==> config.mk <==
export PLATFORM = sky130hd
export DESIGN_NAME = mc_control
export DESIGN_NICKNAME = d
export VERILOG_FILES = /design/src/rtl/proc_pkg.sv /design/src/rtl/mc_decode.sv /design/src/rtl/mc_control.sv
export SDC_FILE = /design/constraint.sdc
export NUM_CORES = 1
export LEC_CHECK = 0
export ABC_CLOCK_PERIOD_IN_PS = 2100
export BUFFER_PORTS_ARGS = -buffer_cell sky130_fd_sc_hd__clkbuf_2
export CAP_MARGIN = 20
export CORE_UTILIZATION = 35
export CTS_CLUSTER_DIAMETER = 40
export CTS_CLUSTER_SIZE = 16
export DETAILED_ROUTE_END_ITERATION = 10
export GPL_TIMING_DRIVEN = 0
export HOLD_SLACK_MARGIN = 0.08
export PLACE_DENSITY = 0.73
export SETUP_SLACK_MARGIN = 0.2
export SLEW_MARGIN = 20
export SYNTH_ARGS = -nofsm -noshare
export SYNTH_HDL_FRONTEND = slang
export SYNTH_SLANG_ARGS = --single-unit
==> constraint.sdc <==
create_clock -name clk -period 2.1 [get_ports clk]
set_input_delay 0.42 -clock clk [delete_from_list [all_inputs] [get_ports clk]]
set_output_delay 0.42 -clock clk [all_outputs]
set_load 0.02 [all_outputs]
==> src/rtl/proc_pkg.sv <==
// proc_pkg: definitions shared by the multi-cycle control unit and the datapath.
// Contents: opcode encodings (OP_*), ALU operation codes (ALU_*), the control
// FSM state type, and the mux-select bundle produced by the opcode decoder.
package proc_pkg;

    localparam logic [5:0] OP_R    = 6'h00;
    localparam logic [5:0] OP_ADDI = 6'h01;
    localparam logic [5:0] OP_LW   = 6'h02;
    localparam logic [5:0] OP_SW   = 6'h03;
    localparam logic [5:0] OP_BEQ  = 6'h04;
    localparam logic [5:0] OP_BNE  = 6'h05;
    localparam logic [5:0] OP_J    = 6'h06;
    localparam logic [5:0] OP_HALT = 6'h3F;

    localparam logic [3:0] ALU_ADD = 4'd0;
    localparam logic [3:0] ALU_SUB = 4'd1;

    typedef enum logic [2:0] {
        S_FETCH,
        S_EXEC,
        S_MEM,
        S_WB,
        S_HALT
    } state_t;

    // Opcode-decoded mux selects. m1 (branch target) is absent because it
    // depends on the sampled branch outcome, not on the opcode alone.
    typedef struct packed {
        logic m2;
        logic m3;
        logic m4;
        logic m5;
        logic m6;
        logic m7;
    } sel_t;

endpackage

==> src/rtl/mc_decode.sv <==
// mc_decode: combinational instruction decoder for the multi-cycle control unit.
// Ports:
//   opcode     in  6  instruction opcode
//   funct      in  4  R-type ALU function
//   alu_funct  out 4  ALU operation for this instruction
//   sel        out    opcode-decoded mux selects m2..m7
//   is_mem     out 1  LW or SW (needs the S_MEM cycle)
//   is_store   out 1  SW
//   writes_reg out 1  R, ADDI or LW
//   is_branch  out 1  BEQ or BNE
//   is_bne     out 1  BNE (branch on not-zero)
//   is_halt    out 1  HALT
//   is_illegal out 1  opcode not in the instruction set
module mc_decode
    import proc_pkg::*;
(
    input  logic [5:0] opcode,
    input  logic [3:0] funct,
    output logic [3:0] alu_funct,
    output sel_t       sel,
    output logic       is_mem,
    output logic       is_store,
    output logic       writes_reg,
    output logic       is_branch,
    output logic       is_bne,
    output logic       is_halt,
    output logic       is_illegal
);

    always_comb begin
        alu_funct  = ALU_ADD;
        sel        = '0;
        is_mem     = 1'b0;
        is_store   = 1'b0;
        writes_reg = 1'b0;
        is_branch  = 1'b0;
        is_bne     = 1'b0;
        is_halt    = 1'b0;
        is_illegal = 1'b0;
        case (opcode)
            OP_R: begin
                alu_funct  = funct;
                sel.m3     = 1'b1;
                sel.m4     = 1'b1;
                writes_reg = 1'b1;
            end
            OP_ADDI: begin
                sel.m3     = 1'b1;
                sel.m6     = 1'b1;
                writes_reg = 1'b1;
            end
            OP_LW: begin
                sel.m3     = 1'b1;
                sel.m6     = 1'b1;
                sel.m7     = 1'b1;
                is_mem     = 1'b1;
                writes_reg = 1'b1;
            end
            OP_SW: begin
                sel.m5   = 1'b1;
                sel.m6   = 1'b1;
                is_mem   = 1'b1;
                is_store = 1'b1;
            end
            OP_BEQ: begin
                alu_funct = ALU_SUB;
                is_branch = 1'b1;
            end
            OP_BNE: begin
                alu_funct = ALU_SUB;
                is_branch = 1'b1;
                is_bne    = 1'b1;
            end
            OP_J:    sel.m2     = 1'b1;
            OP_HALT: is_halt    = 1'b1;
            default: is_illegal = 1'b1;
        endcase
    end

endmodule

==> src/rtl/mc_control.sv <==
// mc_control: multi-cycle control unit sequencing each instruction through a
// Moore FSM (S_FETCH -> S_EXEC -> [S_MEM] -> S_WB, or S_HALT).
// Ports:
//   clk, rst (sync, active-high)
//   run            in  1      start next instruction (sampled in S_FETCH only)
//   opcode, funct  in         instruction fields from the datapath
//   alu_zero       in  1      ALU zero flag, sampled in S_EXEC
//   pc_store, reg_block_w, dmem_w   out  one-cycle state-decoded strobes
//   alu_funct      out 4      ALU operation
//   m1_num..m7_num out 1 each datapath mux selects
//   halted         out 1      in S_HALT
//   illegal_op     out 1      sticky undefined-opcode flag
//   instr_retired  out CNT_W  retired-instruction count (wraps)
module mc_control
    import proc_pkg::*;
#(
    parameter int CNT_W = 16
) (
    input  logic             clk,
    input  logic             rst,
    input  logic             run,
    input  logic [5:0]       opcode,
    input  logic [3:0]       funct,
    input  logic             alu_zero,
    output logic             pc_store,
    output logic             reg_block_w,
    output logic             dmem_w,
    output logic [3:0]       alu_funct,
    output logic             m1_num,
    output logic             m2_num,
    output logic             m3_num,
    output logic             m4_num,
    output logic             m5_num,
    output logic             m6_num,
    output logic             m7_num,
    output logic             halted,
    output logic             illegal_op,
    output logic [CNT_W-1:0] instr_retired
);

    state_t     state;
    logic       taken_q;
    logic [3:0] dec_alu_funct;
    sel_t       dec_sel;
    logic       is_mem, is_store, writes_reg, is_branch, is_bne, is_halt, is_illegal;
    logic       quiet;

    mc_decode u_decode (
        .opcode     (opcode),
        .funct      (funct),
        .alu_funct  (dec_alu_funct),
        .sel        (dec_sel),
        .is_mem     (is_mem),
        .is_store   (is_store),
        .writes_reg (writes_reg),
        .is_branch  (is_branch),
        .is_bne     (is_bne),
        .is_halt    (is_halt),
        .is_illegal (is_illegal)
    );

    always_ff @(posedge clk) begin
        if (rst) begin
            state         <= S_FETCH;
            taken_q       <= 1'b0;
            illegal_op    <= 1'b0;
            instr_retired <= '0;
        end else begin
            case (state)
                S_FETCH: if (run) state <= S_EXEC;
                S_EXEC: begin
                    // Branch outcome is frozen here so S_WB ignores the live flag.
                    taken_q <= is_branch & (is_bne ? ~alu_zero : alu_zero);
                    if (is_illegal) illegal_op <= 1'b1;
                    if (is_halt)     state <= S_HALT;
                    else if (is_mem) state <= S_MEM;
                    else             state <= S_WB;
                end
                S_MEM: state <= S_WB;
                S_WB: begin
                    instr_retired <= instr_retired + CNT_W'(1);
                    state         <= S_FETCH;
                end
                S_HALT:  state <= S_HALT;
                default: state <= S_FETCH;
            endcase
        end
    end

    // Strobes are gated by rst so a reset mid-instruction emits nothing more.
    assign pc_store    = ~rst & (state == S_WB);
    assign reg_block_w = ~rst & (state == S_WB) & writes_reg;
    assign dmem_w      = ~rst & (state == S_MEM) & is_store;
    assign m1_num      = ~rst & (state == S_WB) & taken_q;
    assign halted      = (state == S_HALT);

    assign quiet     = rst | (state == S_HALT);
    assign alu_funct = quiet ? ALU_ADD : dec_alu_funct;
    assign m2_num    = ~quiet & dec_sel.m2;
    assign m3_num    = ~quiet & dec_sel.m3;
    assign m4_num    = ~quiet & dec_sel.m4;
    assign m5_num    = ~quiet & dec_sel.m5;
    assign m6_num    = ~quiet & dec_sel.m6;
    assign m7_num    = ~quiet & dec_sel.m7;

endmodule

* Yosys cells after proc, flatten, opt, wreduce, memory -nomap -nowiden
Cells that the tools add are included.
** Word-level totals
- Register bits after elaboration :: 21
- Input port bits :: 14
** Cells by class
- Multiplexer cells :: 17
- Add/sub/neg operators :: 1
- Reduce and logical (&&, ||, !) cells :: 8
- Equality and inequality tests :: 12
- Bitwise operators :: 17
** Operators with widths (number)
- $eq 6x3->1 const B :: 3
- $add 16x1->16 const B :: 1
- $and 1x1->1 :: 12
- $eq 6x2->1 const B :: 2
- $mux 1 :: 12
- $pmux 3 s4 :: 1
- $pmux 4 s2 :: 1
- $reduce_or 8->1 :: 1
- $eq 3x2->1 const B :: 2
- $eq 6x1->1 const B :: 1
- $eq 6x6->1 const B :: 1
- $logic_not 6->1 :: 1
- $mux 3 :: 2
- $reduce_or 3->1 :: 2
- $mux 4 :: 1
- $not 1->1 :: 4
- $reduce_or 2->1 :: 2
- $eq 3x1->1 const B :: 1
- $eq 3x3->1 const B :: 1
- $logic_not 3->1 :: 1
- $ne 2x2->1 const B :: 1
- $reduce_and 2->1 :: 1
- $or 1x1->1 :: 1

* Logic depth before layout (Yosys ltp)
- Depth in word-level cells :: 6
- Gate-level depth with buffers :: 5

* Modules after synthesis
From an unflattened synthesis, not the netlist that was laid out.
** Second synthesis, totals
- Cells, all modules :: 157
- Area, all modules :: 1270.0 µm²
** Modules (own cells, without submodules)
- mc_control :: times used 1, cells an instance 130, sequential area each 420.4 µm², area an instance 1082.3 µm²
- mc_decode :: times used 1, cells an instance 27, sequential area each 0.0 µm², area an instance 187.7 µm²

* Least setup slack after synthesis
No wires, ideal clock.
- Kind :: in2out
- Start :: input opcode[2]
- End :: output alu_funct[1]
- Path buffers :: 0
- Stages on the path :: 4
- Required time :: 1.680 ns
- Data arrival time :: 2.042 ns
- Setup slack :: -0.362 ns
- Cells stage by stage :: or4_1 or3_1 nor3_2 and2_1
** Between the ends
- Longest elaborated chain between the ends :: 4
** RTL lines
- start: declaration :: RTL line mc_control.sv:22 : input logic [5:0] opcode,
- $eq 6x3->1 :: RTL line mc_decode.sv:40 : case (opcode)
- $reduce_or 2->1 (no source line)
- $pmux 4 s2 (*) :: RTL line mc_decode.sv:40
- $mux 4 (*) :: RTL line mc_control.sv:98 : assign alu_funct = quiet ? ALU_ADD : dec_alu_funct;
- end: declaration :: RTL line mc_control.sv:28 : output logic [3:0] alu_funct,
Mark *: on every way between the ends. The rest lies on a longest branch, timed or not.

* Final worst setup path
- Start :: input opcode[4]
- End :: output alu_funct[1]
The elaborated chain is that of the path after synthesis.

==> results by group <==
Routing
  – # DRC: 0
  – Via count: 1220
  – Final WL: 3.00 mm
  – DR WL/cell: 12.4 um
  – TritonRoute pass-1 iters: 4
  – ANT nets after route: 0
  – Vias per Instance: 5.06
  – Starting DRT DRC Count: 58

Clock tree
  – CTS Hold Buffers Added: 0
  – Root buf cell: clkbuf_4
  – CTS Buffer Depth: 2
  – CTS H-Tree Depth: 1
  – Clock sink total: 21
  – Worst skew pair latency: 0.30 ns
  – Num CTS Buffers: 3
  – TritonCTS clock tree: yes
  – Clock-pin slew on the worst setup and hold paths: 0.11 ns

Global routing
  – First-pass GRT wire length: 4.69 mm
  – Largest net degree at the start of global routing: 13
  – Tot GR Track Use: 0.174
  – Initial antenna violation count: 0
  – Grt total ovfl: 0
  – Vias in the first global route: 1115

Die
  – Full die area: 3500 um2
  – Die W: 59.1 um
  – Initial Utilization: 0.371
  – Row cnt: 20
  – CORE AREA: 3080 um2
  – I/O Pins: 46
  – Die Y: 59.1 um

Hold path
  – WHS Path Cells: 3
  – HP Class: in -> reg

Placement
  – Worst slack, placed: -0.357 ns
  – Detailed Place HPWL: 1.93 mm
  – Routability cong.: 0.770
  – Port bufs: 43

Final layout
  – Layout cells sized above 1: 0.457
  – Antenna cells: 0
  – Final core utilization: 0.566
  – Area delta synth->final: 52.5%
  – Final Net Count: 213
  – Fill cells: 282

STA
  – Hold WS: 0.395 ns
  – Layout Skew: 0.00475 ns
  – Final TNS setup: -1.77 ns
  – Fin crit share: 1.12
  – Fmax: 425 MHz
  – Unrepaired setup endpoints after global routing: true
  – Fin crit period: 2.35 ns
  – Slew @ Worst Pin: 0.517 ns
  – Final Hold Viols: 0
  – Pins Over Slew Limit: 0
  – Final setup fails: 8
  – Final worst setup slack: -0.254 ns
  – Max-slew headroom: 0.655

Worst setup path
  – WP data arrival: 1.93 ns
  – Slowest CP cell: or4_4
  – CP peak stage delay: 0.53 ns
  – Critical Path Sink Type: output port
  – CP cell instances: buf_6, or4_4, or3_4, nor3_4, and2_4, buf_8
  – CP Class: in -> out
  – CP startpoint kind: primary input
  – Required time of the critical path: 1.68 ns
  – Crit-path max FO: 4
  – Worst r2r path cells: 6

Yosys
  – YS warnings: 0
  – Syn nets: 155
  – Distinct cells, synth: 40
  – Cell count after synthesis: 140
  – Register area share after synthesis: 0.368
  – Synthesized area: 1140 um2
  – #FFs+latches synth: 21
  – Avg Cell Area, Syn: 8.16 um2

Power and ir drop
  – Maximum vdd drop: 0.000250 V
  – Leak: 0.729 nW
  – Tot Pwr: 0.731 mW
  – Power per cell area: 420 nW/um2

Run status
  – Status: finished, violations left
  – Failing checks: setup timing

Job
  – Max capacitance violation total: 0
synthesized netlist by cell type:
cell / number / share of area
dfxtp_1: 21 / 0.37
nor2_1: 16 / 0.053
a21oi_1: 11 / 0.048
nand2_1: 8 / 0.026
nor3_1: 6 / 0.026
or4_1: 6 / 0.039
inv_1: 5 / 0.016
nand3_1: 5 / 0.022
xor2_1: 5 / 0.038
and2_1: 4 / 0.022
clkbuf_1: 4 / 0.013
nand2b_1: 4 / 0.022
o31ai_1: 4 / 0.026
or3_1: 4 / 0.022
xnor2_1: 4 / 0.031
nor4_1: 3 / 0.016
o21ai_0: 3 / 0.013
buf_2: 2 / 0.0088
nand3b_1: 2 / 0.013
nand4_1: 2 / 0.011
nor4b_1: 2 / 0.015
a211oi_1: 1 / 0.0066
a31oi_1: 1 / 0.0055
and3_1: 1 / 0.0055
and3_2: 1 / 0.0066
and4_1: 1 / 0.0077
and4b_1: 1 / 0.0088
buf_6: 1 / 0.0099
ha_1: 1 / 0.011
mux2i_1: 1 / 0.0088
nand2_4: 1 / 0.0099
nand4_2: 1 / 0.011
nand4b_1: 1 / 0.0077
nor3_2: 1 / 0.0088
nor3b_1: 1 / 0.0066
o211ai_1: 1 / 0.0066
o21a_1: 1 / 0.0066
o21ai_1: 1 / 0.0044
o21ba_1: 1 / 0.0088
o31a_2: 1 / 0.0088
sequential cells by signal (all words and copies together) (netlist names):
register,count
illegal_op,1
instr_retired,16
state,3
taken_q,1
through the flow:
stage          cells  area, um2
2_1_floorplan    140       1170
3_3_place_gp     227       1440
3_5_place_dp     227       1440
4_1_cts          240       1640
5_1_grt          241       1740
6_report         241       1740
worst paths after layout:
path                      from  slack, ns                end
min                        run       0.39           state[0]
max                  opcode[4]      -0.25       alu_funct[1]
max reg2reg           state[0]       0.30  instr_retired[13]
min reg2reg  instr_retired[15]       0.49  instr_retired[15]
critical path, delay by kind of cell:
family	cells	cell delay, ns
simple gates	4	1.33
buf+inv	2	0.19
placed cells by master (no fill, tap or decap), types with 2 or more instances in the layout:
cell type	Yosys	routed
and2_4	0	4
clkbuf_2	0	29
a21oi_1	11	10
buf_4	0	14
or4_1	6	5
nand2b_1	4	3
nand4_1	2	2
nand3b_1	2	2
dfxtp_4	0	3
nand3_1	5	4
o31ai_1	4	4
o21ai_0	3	3
nor2_2	0	2
clkbuf_4	0	3
nor4_1	3	3
xor2_1	5	5
buf_6	1	8
dfxtp_1	21	14
xnor2_1	4	4
buf_8	0	5
clkbuf_1	4	3
nor3_2	1	2
nor3_1	6	4
dfxtp_2	0	4
nand2_1	8	8
or3_1	4	3
inv_1	5	5
nor2_1	16	13
report_power, final:
group / total [mW] / leakage, nW / internal, mW / switching, mW
combinational: 0.131 / 0.538 / 0.0610 / 0.0702
clock: 0.189 / 0.0177 / 0.0710 / 0.118
sequential: 0.411 / 0.174 / 0.404 / 0.00680
cell families (layout without fill, tap and decap cells):
group | count (synthesis) | after routing | synth area share
and+or+nand+nor | 71 | 71 | 0.360
AOI/OAI and AO/OA | 25 | 25 | 0.135
DFF | 21 | 21 | 0.368
buffers and inverters | 12 | 69 | 0.0482
xor gates and xnor gates | 9 | 9 | 0.0690
adders and majority gates | 1 | 1 | 0.0110
muxes | 1 | 1 | 0.00876
routing by layer:
metal  routed length [um]  up-vias  GRT usage
li1                     -      623          -
met1                 1330      550      0.206
met2                 1430       41      0.310
met3                  179        6     0.0524
met4                   56        0     0.0374
met5                    0        -          0
final cells by class:
class                   instances  area (um2)  share of cell area
repair buffers                 53         378               0.217
inverters                       5        18.8              0.0108
clock inverters                 1        5.00             0.00287
multi-input cells             107         772               0.443
well taps                      44        55.1              0.0316
plain buffers                   7        53.8              0.0309
flip-flops and latches         21         437               0.251
clock buffers                   3        22.5              0.0129
what timing repair did:
action                     4_1_cts  5_1_grt
resized for setup               27       36
setup buffers                    9        1
setup endpoints to repair       14       17
pin swaps                        9        2
Power figures use the tool's default switching activity.
